<file path="src/rtl/alu_sequencer.sv">
// Purpose : instruction fetch/decode sequencer that drives the ALU operand bus for an 8-bit CPU.
// Latency : ALU op is 3 + ALU_LAT cycles (FETCH, DECODE, EXEC x ALU_LAT, WB) with zero-wait memory.
// Backpressure: FETCH/IMM hold mem_req/mem_addr until mem_ack; nothing else stalls.
//
// Ports
//   clk, rst             : single clock, synchronous active-high reset
//   run                  : start / resume pulse, honoured only in IDLE and HALT
//   mem_req/mem_addr     : program-memory read request, address = pc while requesting
//   mem_ack/mem_rdata    : memory reply, data valid in the ack cycle
//   alu_inst/alu_ra/rb   : registered ALU inputs, loaded on DECODE of an ALU op and held afterwards
//   alu_rd/alu_flags     : ALU result, sampled in WB (ALU_LAT cycles after the inputs settle)
//   flags, pc            : architectural flags and program counter
//   busy, halted         : status (busy outside IDLE/HALT, halted in HALT)
//   dbg_sel/dbg_data     : combinational register-file read port
module alu_sequencer #(
   parameter int unsigned ALU_LAT  = 2,
   parameter logic [7:0]  RESET_PC = 8'h00
) (
   input  logic       clk,
   input  logic       rst,
   input  logic       run,
   output logic       mem_req,
   output logic [7:0] mem_addr,
   input  logic       mem_ack,
   input  logic [7:0] mem_rdata,
   output logic [7:0] alu_inst,
   output logic [7:0] alu_ra,
   output logic [7:0] alu_rb,
   input  logic [7:0] alu_rd,
   input  logic [7:0] alu_flags,
   output logic [7:0] flags,
   output logic [7:0] pc,
   output logic       busy,
   output logic       halted,
   input  logic [1:0] dbg_sel,
   output logic [7:0] dbg_data
);

   // Instruction byte layout: opcode, a (destination and source A), b (source B).
   typedef struct packed {
      logic [3:0] opcode;
      logic [1:0] a;
      logic [1:0] b;
   } inst_t;

   localparam logic [3:0] OP_NOP  = 4'h0;
   localparam logic [3:0] OP_LDI  = 4'h1;
   localparam logic [3:0] OP_HALT = 4'hF;

   // Wide enough to hold ALU_LAT itself; at least one bit for ALU_LAT == 1.
   localparam int CNT_W = (ALU_LAT < 2) ? 1 : $clog2(ALU_LAT + 1);

   typedef enum logic [2:0] {
      S_IDLE,
      S_FETCH,
      S_DECODE,
      S_IMM,
      S_EXEC,
      S_WB,
      S_HALT
   } state_t;

   state_t           state;
   state_t           state_nxt;
   inst_t            ir;
   logic [7:0]       regs [4];
   logic [CNT_W-1:0] exec_cnt;

   // Per-cycle control strobes produced by the next-state logic.
   logic ir_ld;     // capture fetched opcode byte
   logic pc_inc;    // advance pc after any accepted fetch
   logic imm_we;    // write immediate byte into R[a]
   logic alu_ld;    // launch an ALU op: load operand registers and latency counter
   logic wb_we;     // write ALU result into R[a] and capture flags

   // ------------------------------------------------------------------
   // State register
   // ------------------------------------------------------------------
   always_ff @(posedge clk) begin
      if (rst) begin
         state <= S_IDLE;
      end else begin
         state <= state_nxt;
      end
   end

   // ------------------------------------------------------------------
   // Next-state and control decode
   // ------------------------------------------------------------------
   always_comb begin
      state_nxt = state;
      ir_ld     = 1'b0;
      pc_inc    = 1'b0;
      imm_we    = 1'b0;
      alu_ld    = 1'b0;
      wb_we     = 1'b0;

      case (state)
         S_IDLE: begin
            if (run) state_nxt = S_FETCH;
         end

         S_FETCH: begin
            if (mem_ack) begin
               ir_ld     = 1'b1;
               pc_inc    = 1'b1;
               state_nxt = S_DECODE;
            end
         end

         S_DECODE: begin
            case (ir.opcode)
               OP_NOP:  state_nxt = S_FETCH;
               OP_LDI:  state_nxt = S_IMM;
               OP_HALT: state_nxt = S_HALT;
               default: begin
                  alu_ld    = 1'b1;
                  state_nxt = S_EXEC;
               end
            endcase
         end

         S_IMM: begin
            if (mem_ack) begin
               imm_we    = 1'b1;
               pc_inc    = 1'b1;
               state_nxt = S_FETCH;
            end
         end

         S_EXEC: begin
            // Counter was loaded with ALU_LAT, so EXEC lasts exactly ALU_LAT cycles
            // and WB sees the result of the operands launched at DECODE.
            if (exec_cnt == CNT_W'(1)) state_nxt = S_WB;
         end

         S_WB: begin
            wb_we     = 1'b1;
            state_nxt = S_FETCH;
         end

         S_HALT: begin
            if (run) state_nxt = S_FETCH;
         end

         default: state_nxt = S_IDLE;
      endcase
   end

   // ------------------------------------------------------------------
   // Datapath: pc, instruction register, register file, flags, ALU bus
   // ------------------------------------------------------------------
   always_ff @(posedge clk) begin
      if (rst) begin
         pc       <= RESET_PC;
         ir       <= '0;
         flags    <= '0;
         alu_inst <= '0;
         alu_ra   <= '0;
         alu_rb   <= '0;
         exec_cnt <= '0;
         for (int i = 0; i < 4; i++) begin
            regs[i] <= '0;
         end
      end else begin
         if (pc_inc) pc <= pc + 8'd1;   // natural 8-bit wrap 0xFF -> 0x00

         if (ir_ld) ir <= inst_t'(mem_rdata);

         // Operands are registered here, so they stay fixed through EXEC and WB
         // even when a == b and WB rewrites the source register.
         if (alu_ld) begin
            alu_inst <= ir;
            alu_ra   <= regs[ir.a];
            alu_rb   <= regs[ir.b];
            exec_cnt <= CNT_W'(ALU_LAT);
         end else if (state == S_EXEC) begin
            exec_cnt <= exec_cnt - CNT_W'(1);
         end

         // imm_we and wb_we come from different states and never coincide.
         if (imm_we) regs[ir.a] <= mem_rdata;
         if (wb_we) begin
            regs[ir.a] <= alu_rd;
            flags      <= alu_flags;
         end
      end
   end

   // ------------------------------------------------------------------
   // Outputs
   // ------------------------------------------------------------------
   assign mem_req  = (state == S_FETCH) || (state == S_IMM);
   assign mem_addr = mem_req ? pc : 8'h00;
   assign busy     = (state != S_IDLE) && (state != S_HALT);
   assign halted   = (state == S_HALT);
   assign dbg_data = regs[dbg_sel];

endmodule

</file>
<file path="config.mk">
export PLATFORM = sky130hd
export DESIGN_NAME = alu_sequencer
export DESIGN_NICKNAME = d
export VERILOG_FILES = /design/src/rtl/alu_sequencer.sv
export SDC_FILE = /design/constraint.sdc
export NUM_CORES = 1
export LEC_CHECK = 0
export ABC_CLOCK_PERIOD_IN_PS = 2500
export CORE_MARGIN = 1.5
export CORE_UTILIZATION = 46
export CTS_CLUSTER_SIZE = 8
export DETAILED_ROUTE_END_ITERATION = 12
export HOLD_SLACK_MARGIN = 0.02
export PLACE_DENSITY = 0.87
export SYNTH_ARGS = -nofsm -noshare
export SYNTH_HDL_FRONTEND = slang
export SYNTH_SLANG_ARGS = --single-unit
</file>
<file path="constraint.sdc">
create_clock -name clk -period 2.5 [get_ports clk]
set_input_delay 0.75 -clock clk [delete_from_list [all_inputs] [get_ports clk]]
set_output_delay 0.75 -clock clk [all_outputs]
set_load 0.005 [all_outputs]
</file>
After elaboration in Yosys (flattened, before gate mapping)
Memories as Yosys holds them, arrays and structs flattened. A register that Yosys moved wholly into a read port is not among the register bits. Cells that the tools add are included.

Memories: 1. Bits in registers: 37. Output and inout port bits: 59. Logic and storage cells: 67. RAM bits: 32. Bits of input ports: 30.

Eq/ne operators: 14. Bitwise operators: 1. Mux-type cells: 28. Reductions and logical operators: 12. Add/sub/neg operators: 2.

Memories: regs (words 4, width 8, rd ports 3, clocked after memory_dff 2, write ports 4, line 66) `logic [7:0] regs [4];`.

Operator list (number): $mux W8 (3); $pmux W3 S6 (1); $mux W1 (16); $mux W3 (4); $eq A3 B3 Y1 const B (3); $pmux W3 S3 (1); $add A8 B1 Y8 const B (1); $reduce_or A8 Y1 (1); $eq A3 B2 Y1 const B (2); $mux W2 (3); $ne A2 B2 Y1 const B (3); $reduce_or A2 Y1 (3); $eq A4 B1 Y1 const B (1); $eq A4 B4 Y1 const B (1); $logic_not A4 Y1 (1); $reduce_and A4 Y1 (1); $eq A3 B1 Y1 const B (1); $logic_not A3 Y1 (1); $ne A3 B3 Y1 const B (1); $reduce_bool A3 Y1 (1); $reduce_or A3 Y1 (1); $eq A2 B1 Y1 const B (1); $ne A2 B1 Y1 const B (1); $reduce_bool A2 Y1 (1); other kinds (4) (4).

Longest topological paths before layout
Depth in word-level cells: 8. Depth in mapped cells: 7. Depth with buffers taken out: 6.

Least setup slack after synthesis
No wires, ideal clock.

Path kind: input to register. From: input port rst. To: memory regs[3][0] (enable). Stages: 5. Buffers on the path: 2. Path slack: 150 ps. Data required time: 2116 ps. Arrival time: 1966 ps. Library setup time: 384 ps. Path through: buf_2 nand2b_4 a21o_1 buf_6 o21ai_0.

RTL lines: from (decl) (line 20) `input logic rst,`; to (decl) (line 66).

Worst setup path in the final report
From: input port dbg_sel[0]. To: output port dbg_data[7].

Word-level cells in the longest chain between the ends: 1.

Ends and longest elaborated chain: from (decl) (line 35) `input logic [1:0] dbg_sel,`; $mem_v2 Z4 W8; to (decl) (line 36) `output logic [7:0] dbg_data`.

No other way between the ends.

==> run_results.csv <==
group,metric,value,unit
grt,grtUsageTotal,21.0,%
detailed_routing,drtPass1Iterations,4,
placed_design,dp.cells,557,
clocking,hold_buffers,0,
timing,hold_slack,0.459,ns
detailed_routing,vias_per_cell,5.58,
yosys,synthCells,374,
detailed_routing,drtIter0Drc,349,
worst_setup_path,cp_common_cell,"buf_6",
worst_setup_path,critPathBufInv,4,
final_layout,nets,497,
clocking,cts-root-buf,"clkbuf_8",
clocking,cts_buffers,9,
grt,grt_pass1_wl,14700,um
timing,setup_viol,0,
detailed_routing,vias,3206,
worst_setup_path,cp_slowest_cell,"mux4_2",
final_layout,num_antenna_cells,0,
placed_design,gp_congestion,0.802,
worst_setup_path,critPathMaxFanout,6,
yosys,synth_area,4010,um^2
power_and_ir_drop,power.total,0.00275,W
yosys,yosys-top-cells-area,"dfxtp_1 (26%), edfxtp_1 (24%), mux4_2 (13%)",
clocking,cts_sinks,85,
final_layout,multi_input_area,1830,um^2
worst_setup_path,crit_family,"multiplexers",
timing,slew_headroom,48.2,%
hold_path,min_path_cells,2,
worst_setup_path,path_depth,5,
job,cap_violations,0,
yosys,syn_nets,406,
yosys,synth_warnings,0,
hold_path,min_from,"alu_ra[5]",
timing,final_max_slew_viol_count,0,
worst_setup_path,critPathMaxStageDelay,0.50,ns
worst_setup_path,critPathKind,"input pin to primary output",
floorplan,rows,33,
worst_setup_path,rrSetupSlack,0.54,ns
worst_setup_path,crit_end,"dbg_data[7]",
floorplan,start_util,48.1,%
outcome,status,"finished clean",
placed_design,hpwlAfterDp,6790,um
final_layout,area_growth,31.7,%
floorplan,coreArea,8340,um^2
clocking,htree_levels,3,
yosys,synth_top_area_share,26.5,%
final_layout,fillers,625,
yosys,ys_seq_elements,85,
worst_setup_path,critPathArrivalTime,1.71,ns
timing,finClkSkew,0.00817,ns
hold_path,hold_class,"flop to flop",
worst_setup_path,regToRegEndpoint,"regs[2][2]",
clocking,clkTransAtPathRegs,0.08,ns
final_layout,drive_above_1_share,17.9,%
timing,fin_crit_sh,98.6,%
clocking,clock_path_buffers,2,
placed_design,io_buffers,88,
detailed_routing,drc,0,
yosys,ys_seq_area_share,50.4,%
final_layout,seq_area,2020,um^2
yosys,yosys-top-cells-count,"nand2_1 (56), dfxtp_1 (53), nor2_1 (43)",
worst_setup_path,reg2reg_depth,5,
yosys,synth-async-reset-ratio,0,%
yosys,synth.distinct_cells,39,
grt,antenna_found_initial,0,
detailed_routing,ant_nets,0,
worst_setup_path,crit-reg2reg-launch,"state[2]",
yosys,syn_avg_cell_area,10.7,um^2
floorplan,die-height,96.4,um
worst_setup_path,crit_start,"dbg_sel[0]",
yosys,synth_edf_count,32,
timing,finalCriticalPeriod,2.46,ns
worst_setup_path,required,1.75,ns
yosys,synth_top_area_cell,"dfxtp_1",
floorplan,fp.dieArea,9290,um^2
worst_setup_path,end_kind,"primary output",
timing,fmax,406,MHz
grt,grt_max_degree,52,
grt,grt_pass1_vias,3027,
detailed_routing,routed_wl,9470,um
power_and_ir_drop,p_leak,1.91,nW
final_layout,final_util,63.3,%
worst_setup_path,worstSetupStartpointType,"input pin",
final_layout,instances_no_fill,575,
power_and_ir_drop,ir_drop,251,uV
timing,tightest_slew,0.776,ns
timing,hold_viol,0,
yosys,synth-main-ff-cell,"dfxtp_1",
detailed_routing,post_drt_wl_per_cell,16.5,um
clocking,cts_tree,"done",
grt,grt_overflow,0,
clocking,clk_latency,0.35,ns
floorplan,fp.dieW,96.4,um
floorplan,ios,89,
worst_setup_path,cp_cell_sequence,"buf_2, buf_12, buf_6, mux4_2, buf_6",
power_and_ir_drop,power.density,521,nW/um^2
yosys,yosysMostFrequentCell,"nand2_1",
-- layer usage --
metal / share of wire [%] / wire length, um / vias to the layer above / GRT usage (%)
met5: 0 / 0 / - / 0
met4: 1.6 / 156 / 0 / 7.97
met3: 6.3 / 592 / 14 / 4.54
met2: 50 / 4710 / 128 / 34.3
met1: 42 / 4010 / 1556 / 27.4
li1: - / - / 1508 / -
-- where the power goes --
part           leakage (nW)  switching (W)  internal, W
Clock                 0.108       0.000478     0.000503
Sequential            0.759      0.0000380      0.00146
Combinational          1.04       0.000116     0.000155
Total                  1.91       0.000632      0.00212
-- layout make-up --
type | instances | area share (%)
multi-input combinational | 256 | 34.6
timing repair buffer | 110 | 20.5
inverter | 3 | 0.213
clock inverter | 2 | 0.213
tap | 105 | 2.49
sequential | 85 | 38.3
clock buffer | 14 | 3.67
-- worst min-delay path by stage --
stage / end / slack (ns)
after global routing: alu_ra[2] / 0.48
after detailed placement: alu_ra[5] / 0.45
after global placement: alu_ra[4] / 0.44
final: alu_ra[5] / 0.46
after floorplan: alu_inst[0] / 0.45
after CTS: alu_ra[5] / 0.46
-- metrics by stage --
| stage | instance area, um^2 | setup WS, ns | TNS [ns] |
|---|---|---|---|
| final | 5280 | 0.0354 | 0 |
| after global routing | 5280 | -0.000254 | -0.000254 |
| after CTS | 5280 | 0.0251 | 0 |
| after detailed placement | 5070 | -0.666 | -6.67 |
| after global placement | 5070 | -0.645 | -5.45 |
| after floorplan | 4010 | 0.150 | 0 |
-- logic make-up after synthesis --
family / synth area share, %
buf+inv: 4.02
simple gates: 17.8
flops: 50.4
compound gates: 7.89
fa+ha+maj: 0.624
mux: 17.5
xor+xnor: 1.75
-- sequential cells by signal, summed over array words and instances (netlist names) --
signal,cells
regs,32
alu_inst,8
alu_ra,8
alu_rb,8
flags,8
ir,8
pc,8
state,3
exec_cnt,2
-- cell usage in the layout (no fill, tap or decap), types with 4 or more instances in the layout --
master	n
a21oi_1	34
and2_1	8
buf_12	4
buf_2	5
buf_4	16
clkbuf_8	12
clkdlybuf4s15_1	4
clkdlybuf4s50_1	77
dfxtp_1	51
edfxtp_1	32
mux2i_1	16
mux4_2	24
nand2_1	56
nand3_1	6
nand3b_1	4
nor2_1	43
nor2_2	8
o21ai_0	12
o221a_2	4
xnor2_1	4
xor2_1	4
-- tightest hold or removal path: stages, from the launching register on --
cell and delay [ns]:
dfxtp_1 0.32, nand2_1 0.05, a21oi_1 0.05
-- timing repair --
| action | in CTS | in global routing |
|---|---|---|
| buffers inserted | 2 | 0 |
| setup endpoints to repair | 9 | 1 |
| resized for setup | 34 | 1 |
No activity file was read; power rests on OpenSTA's default activity.
